## config.mk

```make
export PLATFORM = sky130hd
export DESIGN_NAME = pagerank_sched
export DESIGN_NICKNAME = d
export VERILOG_FILES = /design/src/rtl/pagerank_sched.sv
export SDC_FILE = /design/constraint.sdc
export NUM_CORES = 1
export LEC_CHECK = 0
export CAP_MARGIN = 20
export CORE_MARGIN = 5
export CORE_UTILIZATION = 48
export CTS_BUF_LIST = sky130_fd_sc_hd__clkbuf_4
export DETAILED_ROUTE_END_ITERATION = 10
export GPL_TIMING_DRIVEN = 0
export PLACE_DENSITY = 0.75
export SYNTH_ARGS = -nofsm -noshare
export SYNTH_HDL_FRONTEND = slang
export SYNTH_SLANG_ARGS = --single-unit
```

## constraint.sdc

```tcl
create_clock -name i_clk -period 4.9 [get_ports i_clk]
set_input_delay 0.735 -clock i_clk [delete_from_list [all_inputs] [get_ports i_clk]]
set_output_delay 0.735 -clock i_clk [all_outputs]
set_load 0.005 [all_outputs]
```

## src/rtl/pagerank_sched.sv

```systemverilog
// pagerank_sched: iteration scheduler for a PageRank datapath.
// Initialises all page values, sweeps update requests across every page,
// tracks the largest per-page change of the sweep and repeats until the
// change falls to eps or the iteration limit is reached.
module pagerank_sched #(
  parameter  int N      = 16,
  parameter  int WIDTH  = 16,
  parameter  int ITER_W = 8,
  localparam int PW     = $clog2(N)
) (
  input  logic              i_clk,
  input  logic              i_reset,
  input  logic              i_start,
  input  logic              i_abort,
  input  logic [ITER_W-1:0] i_max_iter,
  input  logic [WIDTH-1:0]  i_eps,
  output logic              o_init_req,
  output logic              o_upd_valid,
  output logic [PW-1:0]     o_upd_page,
  input  logic              i_upd_ready,
  input  logic              i_res_valid,
  input  logic [WIDTH-1:0]  i_res_old,
  input  logic [WIDTH-1:0]  i_res_new,
  output logic              o_busy,
  output logic              o_done,
  output logic              o_converged,
  output logic [ITER_W-1:0] o_iter_count
);

  // Result counter needs one extra bit so it can hold the value N.
  localparam int CW = PW + 1;
  localparam logic [PW-1:0]     LAST_PAGE = PW'(N - 1);
  localparam logic [CW-1:0]     N_CNT     = CW'(N);
  localparam logic [ITER_W-1:0] ITER_MAX  = {ITER_W{1'b1}};

  typedef enum logic [2:0] {
    S_IDLE  = 3'd0,
    S_INIT  = 3'd1,
    S_ISSUE = 3'd2,
    S_DRAIN = 3'd3,
    S_CHECK = 3'd4,
    S_DONE  = 3'd5
  } state_t;

  state_t            r_state;
  state_t            w_state_nxt;
  logic [PW-1:0]     r_page;
  logic [CW-1:0]     r_res_cnt;
  logic [WIDTH-1:0]  r_max_delta;
  logic [ITER_W-1:0] r_iter;
  logic              r_conv;
  logic [ITER_W-1:0] r_max_iter;
  logic [WIDTH-1:0]  r_eps;

  logic              w_start_acc;
  logic              w_abort_acc;
  logic              w_hs;
  logic              w_res_count;
  logic [CW-1:0]     w_res_cnt_nxt;
  logic [WIDTH-1:0]  w_delta;
  logic [ITER_W-1:0] w_iter_inc;
  logic              w_conv_now;
  logic              w_last_iter;
  logic              w_restart;

  // Unsigned magnitude of the difference; never wraps.
  function automatic logic [WIDTH-1:0] abs_diff(input logic [WIDTH-1:0] a,
                                                input logic [WIDTH-1:0] b);
    logic [WIDTH-1:0] d;
    if (a >= b) begin
      d = a - b;
    end else begin
      d = b - a;
    end
    return d;
  endfunction

  assign w_start_acc = (r_state == S_IDLE) && i_start;
  assign w_abort_acc = i_abort && ((r_state == S_INIT) || (r_state == S_ISSUE) ||
                                   (r_state == S_DRAIN) || (r_state == S_CHECK));
  assign w_hs        = (r_state == S_ISSUE) && i_upd_ready;
  assign w_res_count = i_res_valid && ((r_state == S_ISSUE) || (r_state == S_DRAIN));
  // The counter clamps at N so stray extra strobes cannot overflow it.
  assign w_res_cnt_nxt = (w_res_count && (r_res_cnt != N_CNT)) ? (r_res_cnt + CW'(1)) : r_res_cnt;
  assign w_delta     = abs_diff(i_res_new, i_res_old);
  assign w_iter_inc  = (r_iter == ITER_MAX) ? r_iter : (r_iter + ITER_W'(1));
  assign w_conv_now  = (r_max_delta <= r_eps);
  assign w_last_iter = (({1'b0, r_iter} + (ITER_W + 1)'(1)) == {1'b0, r_max_iter});
  assign w_restart   = (r_state == S_CHECK) && !i_abort && !w_conv_now && !w_last_iter;

  // State register.
  always_ff @(posedge i_clk) begin
    if (i_reset) begin
      r_state <= S_IDLE;
    end else begin
      r_state <= w_state_nxt;
    end
  end

  // Next-state decode; abort takes priority in every abortable state.
  always_comb begin
    w_state_nxt = r_state;
    case (r_state)
      S_IDLE: begin
        if (i_start) begin
          w_state_nxt = S_INIT;
        end else begin
          w_state_nxt = S_IDLE;
        end
      end
      S_INIT: begin
        if (i_abort) begin
          w_state_nxt = S_DONE;
        end else begin
          w_state_nxt = S_ISSUE;
        end
      end
      S_ISSUE: begin
        if (i_abort) begin
          w_state_nxt = S_DONE;
        end else if (w_hs && (r_page == LAST_PAGE)) begin
          if (w_res_cnt_nxt == N_CNT) begin
            w_state_nxt = S_CHECK;
          end else begin
            w_state_nxt = S_DRAIN;
          end
        end else begin
          w_state_nxt = S_ISSUE;
        end
      end
      S_DRAIN: begin
        if (i_abort) begin
          w_state_nxt = S_DONE;
        end else if (w_res_cnt_nxt == N_CNT) begin
          w_state_nxt = S_CHECK;
        end else begin
          w_state_nxt = S_DRAIN;
        end
      end
      S_CHECK: begin
        if (i_abort || w_conv_now || w_last_iter) begin
          w_state_nxt = S_DONE;
        end else begin
          w_state_nxt = S_ISSUE;
        end
      end
      S_DONE: begin
        w_state_nxt = S_IDLE;
      end
      default: begin
        w_state_nxt = S_IDLE;
      end
    endcase
  end

  // Moore output decode from the registered state.
  always_comb begin
    o_init_req  = 1'b0;
    o_upd_valid = 1'b0;
    o_busy      = 1'b1;
    o_done      = 1'b0;
    case (r_state)
      S_IDLE:  o_busy      = 1'b0;
      S_INIT:  o_init_req  = 1'b1;
      S_ISSUE: o_upd_valid = 1'b1;
      S_DRAIN: o_busy      = 1'b1;
      S_CHECK: o_busy      = 1'b1;
      S_DONE:  o_done      = 1'b1;
      default: o_busy      = 1'b0;
    endcase
  end

  assign o_upd_page   = r_page;
  assign o_converged  = r_conv;
  assign o_iter_count = r_iter;

  // Run configuration latched on an accepted start.
  always_ff @(posedge i_clk) begin
    if (i_reset) begin
      r_max_iter <= '0;
      r_eps      <= '0;
    end else if (w_start_acc) begin
      r_max_iter <= (i_max_iter == '0) ? ITER_W'(1) : i_max_iter;
      r_eps      <= i_eps;
    end else begin
      r_max_iter <= r_max_iter;
      r_eps      <= r_eps;
    end
  end

  // Page issue pointer; advances on each accepted update request.
  always_ff @(posedge i_clk) begin
    if (i_reset || w_start_acc || w_restart) begin
      r_page <= '0;
    end else if (w_hs) begin
      r_page <= r_page + PW'(1);
    end else begin
      r_page <= r_page;
    end
  end

  // Result counter and running maximum change of the current sweep.
  always_ff @(posedge i_clk) begin
    if (i_reset || w_start_acc || w_restart) begin
      r_res_cnt   <= '0;
      r_max_delta <= '0;
    end else begin
      r_res_cnt <= w_res_cnt_nxt;
      if (w_res_count && (w_delta > r_max_delta)) begin
        r_max_delta <= w_delta;
      end else begin
        r_max_delta <= r_max_delta;
      end
    end
  end

  // Iteration count and convergence flag reported to the host.
  always_ff @(posedge i_clk) begin
    if (i_reset || w_start_acc) begin
      r_iter <= '0;
      r_conv <= 1'b0;
    end else if (w_abort_acc) begin
      r_iter <= r_iter;
      r_conv <= 1'b0;
    end else if (r_state == S_CHECK) begin
      r_iter <= w_iter_inc;
      r_conv <= w_conv_now;
    end else begin
      r_iter <= r_iter;
      r_conv <= r_conv;
    end
  end

endmodule

```

After elaboration in Yosys (flattened, before gate mapping)
Cells that the tools add are included.
W data, S select, Z words.

word-level totals
  output and inout port bits = 17
  register bits = 61
  logic and storage cells = 70

cells by class
  multiplexer cells = 15
  bitwise gates (word level) = 2
  eq/ne operators = 10
  reduce and logical (&&, ||, !) cells = 26
  add/subtract/negate cells = 6
  magnitude comparators = 3

operators by type and width
  cell                   number
  $sub A16 B16 Y16       2
  $mux W3                6
  $ge A16 B16 Y1         1
  $gt A16 B16 Y1         1
  $le A16 B16 Y1         1
  $mux W16               1
  $pmux W3 S5            1
  $logic_and A1 B1 Y1    10
  $add A8 B1 Y9 const B  1
  $eq A9 B8 Y1           1
  $add A8 B1 Y8 const B  1
  $eq A8 B8 Y1 const B   1
  $logic_not A8 Y1       1
  $logic_or A1 B1 Y1     8
  $mux W8                1
  $eq A3 B2 Y1 const B   2
  $eq A3 B3 Y1 const B   2
  $add A5 B1 Y5 const B  1
  $eq A5 B5 Y1 const B   1
  $mux W1                5
  $mux W5                1
  $ne A5 B5 Y1 const B   1
  $reduce_or A5 Y1       1
  $add A4 B1 Y4 const B  1
  7 further kinds        10

Logic depth before layout (Yosys ltp)
  depth in word-level cells = 10
  depth in mapped cells = 24

Worst setup path after synthesis
Ideal clock, no wire load.

  kind = input port to flip-flop
  start = input i_res_new[0]
  end = register r_max_delta[10]
  data required time = 4842 ps
  arrival time = 4698 ps
  path buffers = 3
  slack = 144 ps
  stages on the path = 23
  path through = inv_1 ha_1 inv_1 fa_1 a211oi_1 o211ai_1 and2_1 o21ai_2 and2_1 buf_4 mux2_2 xor2_1 ha_1 nand4_1 or3_1 a21o_1 o211ai_1 o211a_1 buf_2 inv_1 clkbuf_1 a21oi_1 o21a_1

between the ends
  word-level cells in the longest chain between the ends = 4
  elaborated cells on any way between the ends = 6
  classes of those cells = add/sub (2); order compare (2); mux (1); reduce/logical (1)

RTL lines
  element                                   RTL line  RTL
  from (decl)                               23        input logic [WIDTH-1:0] i_res_new,
  $sub A16 B16 Y16 (tied with other cells)  73        d = b - a;
  $mux W16 *                                70        if (a >= b) begin
  named net w_delta[14]                     60        logic [WIDTH-1:0] w_delta;
  $gt A16 B16 Y1 *                          209       if (w_res_count && (w_delta > r_max_delta)) begin
  $logic_and A1 B1 Y1 *                     209
  to (signal assigned)                      210       r_max_delta <= w_delta;
  to (signal assigned)                      212       r_max_delta <= r_max_delta;
  to (decl)                                 49        logic [WIDTH-1:0] r_max_delta;

Mark *: on every way through the listed nets, which the timed path passes. The rest lies on a longest branch.
A chain may end at the register's enable or synchronous reset.

Worst setup path in the final report
  start = input i_res_old[10]
  end = register r_max_delta[13]

between the ends
  word-level cells in the longest chain between the ends = 4
  elaborated cells on any way between the ends = 6
  classes of those cells = add/sub (2); order compare (2); mux (1); reduce/logical (1)

RTL lines
  element               RTL line  RTL
  from (decl)           22        input logic [WIDTH-1:0] i_res_old,
  $ge A16 B16 Y1        70
  $mux W16              70
  named net w_delta[7]  60
  $gt A16 B16 Y1        209
  $logic_and A1 B1 Y1   209

The timed path passes the listed nets, and every way through them passes these cells.

==> flow_metrics.tcl <==
set metrics [dict create \
    status "finished, final reports clean" \
    path_clk_slew_ps 90 \
    wire_per_inst_um 15.0 \
    fin_crit_sh 0.982 \
    cts_tree "built" \
    synth_common_cells "nand2_1, inv_1, a21oi_1, ha_1, dfxtp_1" \
    hold_violations 0 \
    synth-seq-area-share 0.236 \
    yosys-top-cells-area "dfxtp_1, ha_1, a21oi_1" \
    power_density_mw_per_mm2 225 \
    arrival_ps 5170 \
    portBuffers 77 \
    fillers 943 \
    antenna_found_initial 0 \
    synth_most_common_cell "nand2_1" \
    worst-endpoint-required_ps 5260 \
    grt_overflow 0 \
    report.final.slew_viol_count 0 \
    tightestPinTransition_ps 576 \
    dp_slack_ps -1020 \
    clock_latency_ps 420 \
    routed_via_density 5.49 \
    clk_path_buf_depth 2 \
    crit_path_end_kind "flip-flop" \
    htreeDepth 3 \
    crit_start "i_res_old[10]" \
    cts_buffers 9 \
    layout-drive-gt1-share 0.141 \
    postSynthCellCount 667 \
    die_h_um 114 \
    num_io_pins 79 \
    hold_class "reg2reg" \
    synth_flop_cell "dfxtp_1" \
    grt_pass1_vias 4931 \
    ys_ff_latch 61 \
    crit_type "in2reg" \
    final_cells 932 \
    grt_pass1_wl_mm 22.3 \
    synth_nets 798 \
    place_hpwl_mm 10.5 \
    syn2layout_area_growth_pct 31.3 \
    place_inst 884 \
    max_cap_viol_count 0 \
    r2r_slack_ps 1920 \
    hold_ws_ps 464 \
    ant_nets 0 \
    routed_wl_mm 13.9 \
    syn_area_per_cell_sq_um 7.77 \
    power_leakage_nw 2.96 \
    fin_tns_setup_ps 0 \
    synth_edf_count 0 \
    cts.sinks 61 \
    cts-root-buf "clkbuf_4" \
    synthDistinctLibCells 61 \
    hold_buffers 0 \
    async_flop_share 0 \
    grt_usage 0.207 \
    remaining_drc_errors 0 \
    gp_congestion 0.891 \
    first_iter_violations 299 \
    syn_area_sq_mm 0.00518 \
    grt_max_degree 11 \
    core_sq_mm 0.0107 \
    num_antenna_cells 0 \
    setup_violations 0 \
    fin_nets 919 \
    firstDrtPassIters 4 \
    fmax_mhz 208 \
    clock_skew_ps 11.3 \
    placementRows 38 \
    fin_ws_ps 89.6 \
    hp-start "r_eps[1]$_SDFFE_PP0P_" \
    relSlewSlack 0.614 \
    start_util 0.485 \
    finalCriticalPeriod_ps 4810 \
    start_kind "input pin" \
    synth.top_cell.area_share 0.236 \
    crit_fanout 10 \
    vias 5116 \
    timing.rr.start "r_eps[14]$_SDFFE_PP0P_" \
    fp.dieArea_sq_mm 0.0130 \
    die_x_um 114 \
    yosysWarnings 0 \
    yosysTopAreaCell "dfxtp_1" \
    vdd.ir_drop.worst_uv 114 \
]
## through the flow
step	area (sq um)	total power, mW	utilization
floorplan	5180	0.961	-
global placement	6130	1.13	0.573
detailed placement	6130	1.14	0.573
CTS	6480	1.46	0.606
global route	6800	1.63	0.636
finish	6800	1.53	0.636
## path summary, 6_finish.rpt
| path | end | cells past startpoint |
|---|---|---|
| worst max-delay path | r_max_delta[13]$_SDFFE_PP0P_ | 23 |
| worst max register to register | o_upd_page[1]$_SDFFE_PP0P_ | 10 |
| worst min register to register | r_eps[1]$_SDFFE_PP0P_ | 2 |
| worst min-delay path | r_eps[1]$_SDFFE_PP0P_ | 2 |
## flip-flops by register name, indices dropped and copies added (netlist names)
register      cells
r_max_delta      16
r_eps            16
o_upd_page        4
r_res_cnt         5
r_max_iter        8
r_state           3
o_iter_count      8
o_converged       1
## logic make-up (layout without fill, tap and decap cells)
group	Yosys count	in the layout	share of synthesized area
buffers and inverters	104	229	0.0830
xor gates and xnor gates	41	41	0.0693
and+or+nand+nor	199	199	0.185
AOI/OAI and AO/OA	175	175	0.222
adders and majority gates	69	69	0.169
DFF	61	61	0.236
muxes	18	18	0.0360
## area by class of cell
| cell class | count | area (sq um) | share of cell area |
|---|---|---|---|
| multi-input combinational | 502 | 3740 | 0.549 |
| sequential | 61 | 1220 | 0.179 |
| timing repair buffer | 113 | 1110 | 0.164 |
| inverter | 73 | 278 | 0.0408 |
| buffer | 28 | 180 | 0.0265 |
| tap | 140 | 175 | 0.0257 |
| clock buffer | 11 | 82.6 | 0.0121 |
| clock inverter | 4 | 16.3 | 0.00239 |
## cell usage in the layout (no fill, tap or decap), drive strengths merged, types with 9 or more instances in the layout
cell type      instances
xor2                  21
nand3                  9
xnor2                 20
dfxtp                 61
buf                   47
nor3                  10
mux2i                 13
clkbuf                29
ha                    67
nor2                  43
a21oi                 70
nand2                 81
inv                   72
nand4                 12
a21o                  25
o21ai                 27
clkdlybuf4s50         67
o21a                  11
## critical path, stage by stage
cell and delay (ps):
clkdlybuf4s50_1 480, inv_1 50, ha_1 430, and3_4 260, and3_2 260, o21ai_4 80, and2_4 190, buf_12 140
buf_12 120, mux2i_4 170, xor2_1 170, buf_4 160, ha_4 260, nand4_1 120, or3_4 350, a21o_1 160
o211ai_1 70, o211a_1 190, buf_6 120, clkinvlp_4 110, buf_2 200, a21oi_1 190, o21a_1 150
## layer usage
layer	vias to the layer above	GRT usage	share of wire
met5	-	0	0
met4	0	0.0721	0.025
met3	28	0.0382	0.046
met2	122	0.356	0.49
met1	2409	0.259	0.44
li1	2557	-	-
## where the power goes
part	internal, mW	switching [mW]
Sequential	0.522	0.0188
Clock	0.107	0.175
Combinational	0.339	0.370
## repair_timing
action	in CTS	in global routing
pin swaps	17	25
setup buffers	19	17
resized for setup	27	56
endpoints found under the setup margin	16	16
Power figures use the tool's default switching activity.
==> edit, RTL diff (same settings) <==
The 6 states of `state_t` get a one-hot encoding in 6 bits.
--- a/src/rtl/pagerank_sched.sv
+++ b/src/rtl/pagerank_sched.sv
@@ -33,13 +33,13 @@
   localparam logic [CW-1:0]     N_CNT     = CW'(N);
   localparam logic [ITER_W-1:0] ITER_MAX  = {ITER_W{1'b1}};
 
-  typedef enum logic [2:0] {
-    S_IDLE  = 3'd0,
-    S_INIT  = 3'd1,
-    S_ISSUE = 3'd2,
-    S_DRAIN = 3'd3,
-    S_CHECK = 3'd4,
-    S_DONE  = 3'd5
+  typedef enum logic [5:0] {
+    S_IDLE  = 6'b000001,
+    S_INIT  = 6'b000010,
+    S_ISSUE = 6'b000100,
+    S_DRAIN = 6'b001000,
+    S_CHECK = 6'b010000,
+    S_DONE  = 6'b100000
   } state_t;
 
   state_t            r_state;
Behaviour: same outputs for any inputs over 10 cycles, from zero or initial values and one cycle with i_reset high; not proved beyond that.
==> edit against the original RTL <==
- critical path depth fell by 2
- clock power up 7.4%
- final area decreased by 6.0%
- power decreased by 11%
- via count fell by 1.1%
- routed wire length is 7.9% lower
- area after synthesis decreased by 0.17%
- critical path type unchanged
- worst setup slack improved by 0.082 ns
- sequential cell count up 3
==> edit: results (changes against the original RTL) <==
| Metric | Value |
|---|---|
| Outcome | `finished clean` |
| Final HPWL DP | `10300 um (-2.6%)` |
| All-Layer GR Usage | `0.199 (-0.00722)` |
| Seq/Total Area, Yosys | `0.248 (+0.0120)` |
| Hold WS | `0.465 ns (+0.000786 ns)` |
| Min-delay src | `r_eps[10]$_SDFFE_PP0P_` |
| Post-synthesis mux area share | `0.0186 (-0.0173)` |
| Unique masters post-synth | `65 (+6.6%)` |
| P_leak | `2.64 nW (-11%)` |
| Layout cell share with drive strength beyond 1 | `0.0802 (-0.0612)` |
| First-pass DRT Iterations | `5 (+1)` |
| Gpl congestion | `0.920 (+3.3%)` |
| Routed WL | `12800 um (-7.9%)` |
| Number of global-route vias before repair | `4999 (+1.4%)` |
| Grt met2 use | `0.359 (+0.00366)` |
| Synth Area in Adders | `0.170 (+0.000287)` |
| Synthesis warning total | `0 (unchanged)` |
| Cell Area, Placed | `0.00612 mm^2 (-0.14%)` |
| Final Skew | `0.0249 ns (+0.0136 ns)` |
| Reg-to-Reg Start | `r_eps[11]$_SDFFE_PP0P_` |
| Worst Setup EP | `r_max_delta[5]$_SDFFE_PP0P_` |
| Placed instance count | `897 (+1.5%)` |
| Reg2reg path depth | `9 (-1)` |
| Top cells by count, synth | `nand2_1 (85), inv_1 (75), a21oi_1 (72)` |
| Xor/xnor share of the synthesized area | `0.0626 (-0.00665)` |
| Clk_lat worst skew | `0.40 ns (-0.02 ns)` |
| Initial drt markers | `298 (-0.33%)` |
| Clock slew at the register clock pins of the worst setup and hold paths | `0.11 ns (+0.02 ns)` |
| Peak supply drop | `0.000106 V (-7.5%)` |
| Met3 Use GR | `0.0281 (-0.0101)` |
| Crit-path max FO | `10 (unchanged)` |
| Slew @ Worst Pin | `0.784 ns (+0.208 ns)` |
| Arr. time, crit path | `5.06 ns (-0.11 ns)` |
| Largest net degree at the start of global routing | `12 (+1)` |
| CP startpoint | `i_res_new[0]` |
| Mean post-synth cell area | `7.61 um^2 (-2.1%)` |
| Hold worst-path end | `r_eps[10]$_SDFFE_PP0P_` |
| Compound-gate portion of the synthesized area | `0.220 (-0.00204)` |
| Top cells by area, synth | `dfxtp_1 (25%), ha_1 (16%), a21oi_1 (7.0%)` |
| Vias per inst | `5.54 (+1.0%)` |
| First-pass GRT wire length | `21900 um (-1.8%)` |
| Bufs on Longest Clock Path | `2 (unchanged)` |
| R2R Path End | `r_max_delta[14]$_SDFFE_PP0P_` |
| Met1 usage | `0.245 (-0.0141)` |
edit: worst max-delay path, stage by stage:
cell	delay (ns)
clkdlybuf4s50_1	0.52
ha_4	0.16
inv_1	0.05
fa_1	0.38
a21o_1	0.19
a21o_1	0.22
a221oi_4	0.36
o211ai_1	0.13
o211ai_1	0.10
a22oi_1	0.12
xnor2_1	0.28
inv_1	0.07
ha_1	0.29
and3_1	0.17
and3_4	0.19
nand2_1	0.07
a21o_1	0.19
a31o_2	0.27
buf_4	0.18
buf_6	0.15
a211oi_2	0.21
edit: kinds of logic after synthesis:
group,after synthesis
AO/OA/AOI/OAI,175
XOR/XNOR,37
adder cells (fa/ha/maj),69
buffers and inverters,102
flip-flops,64
multiplexers,9
AND/OR/NAND/NOR,224
edit: per-stage QoR:
step                      power [mW]  setup slack [ns]   util
final                           1.36             0.171  0.598
after global routing            1.46          -0.00207  0.598
after CTS                       1.33           0.00408  0.585
after detailed placement        1.03            -0.832  0.572
after global placement          1.01            -0.717  0.572
after floorplan                0.883             0.373      -
edit: area by class of cell:
cell class	count	area, um^2
fill	981	4300
multi-input combinational	514	3610
sequential	64	1280
timing repair buffer	83	820
inverter	75	282
tap	140	175
buffer	22	118
clock buffer	10	75.1
clock inverter	5	35.0
edit: what timing repair did:
item / CTS / global route
endpoints found under the setup margin: 16 / 16
resized for setup: 7 / 29
setup buffers: 2 / 4
pin swaps: 1 / 5
hold buffers: 0 / 0
edit: metal layers:
metal,up-vias,share of wire
li1,2541,-
met1,2394,0.44
met2,103,0.51
met3,24,0.036
met4,0,0.017
met5,-,0
edit: power breakdown:
group / switching [mW] / internal (mW)
Sequential: 0.0119 / 0.537
Combinational: 0.275 / 0.232
Clock: 0.197 / 0.107
Total: 0.484 / 0.877
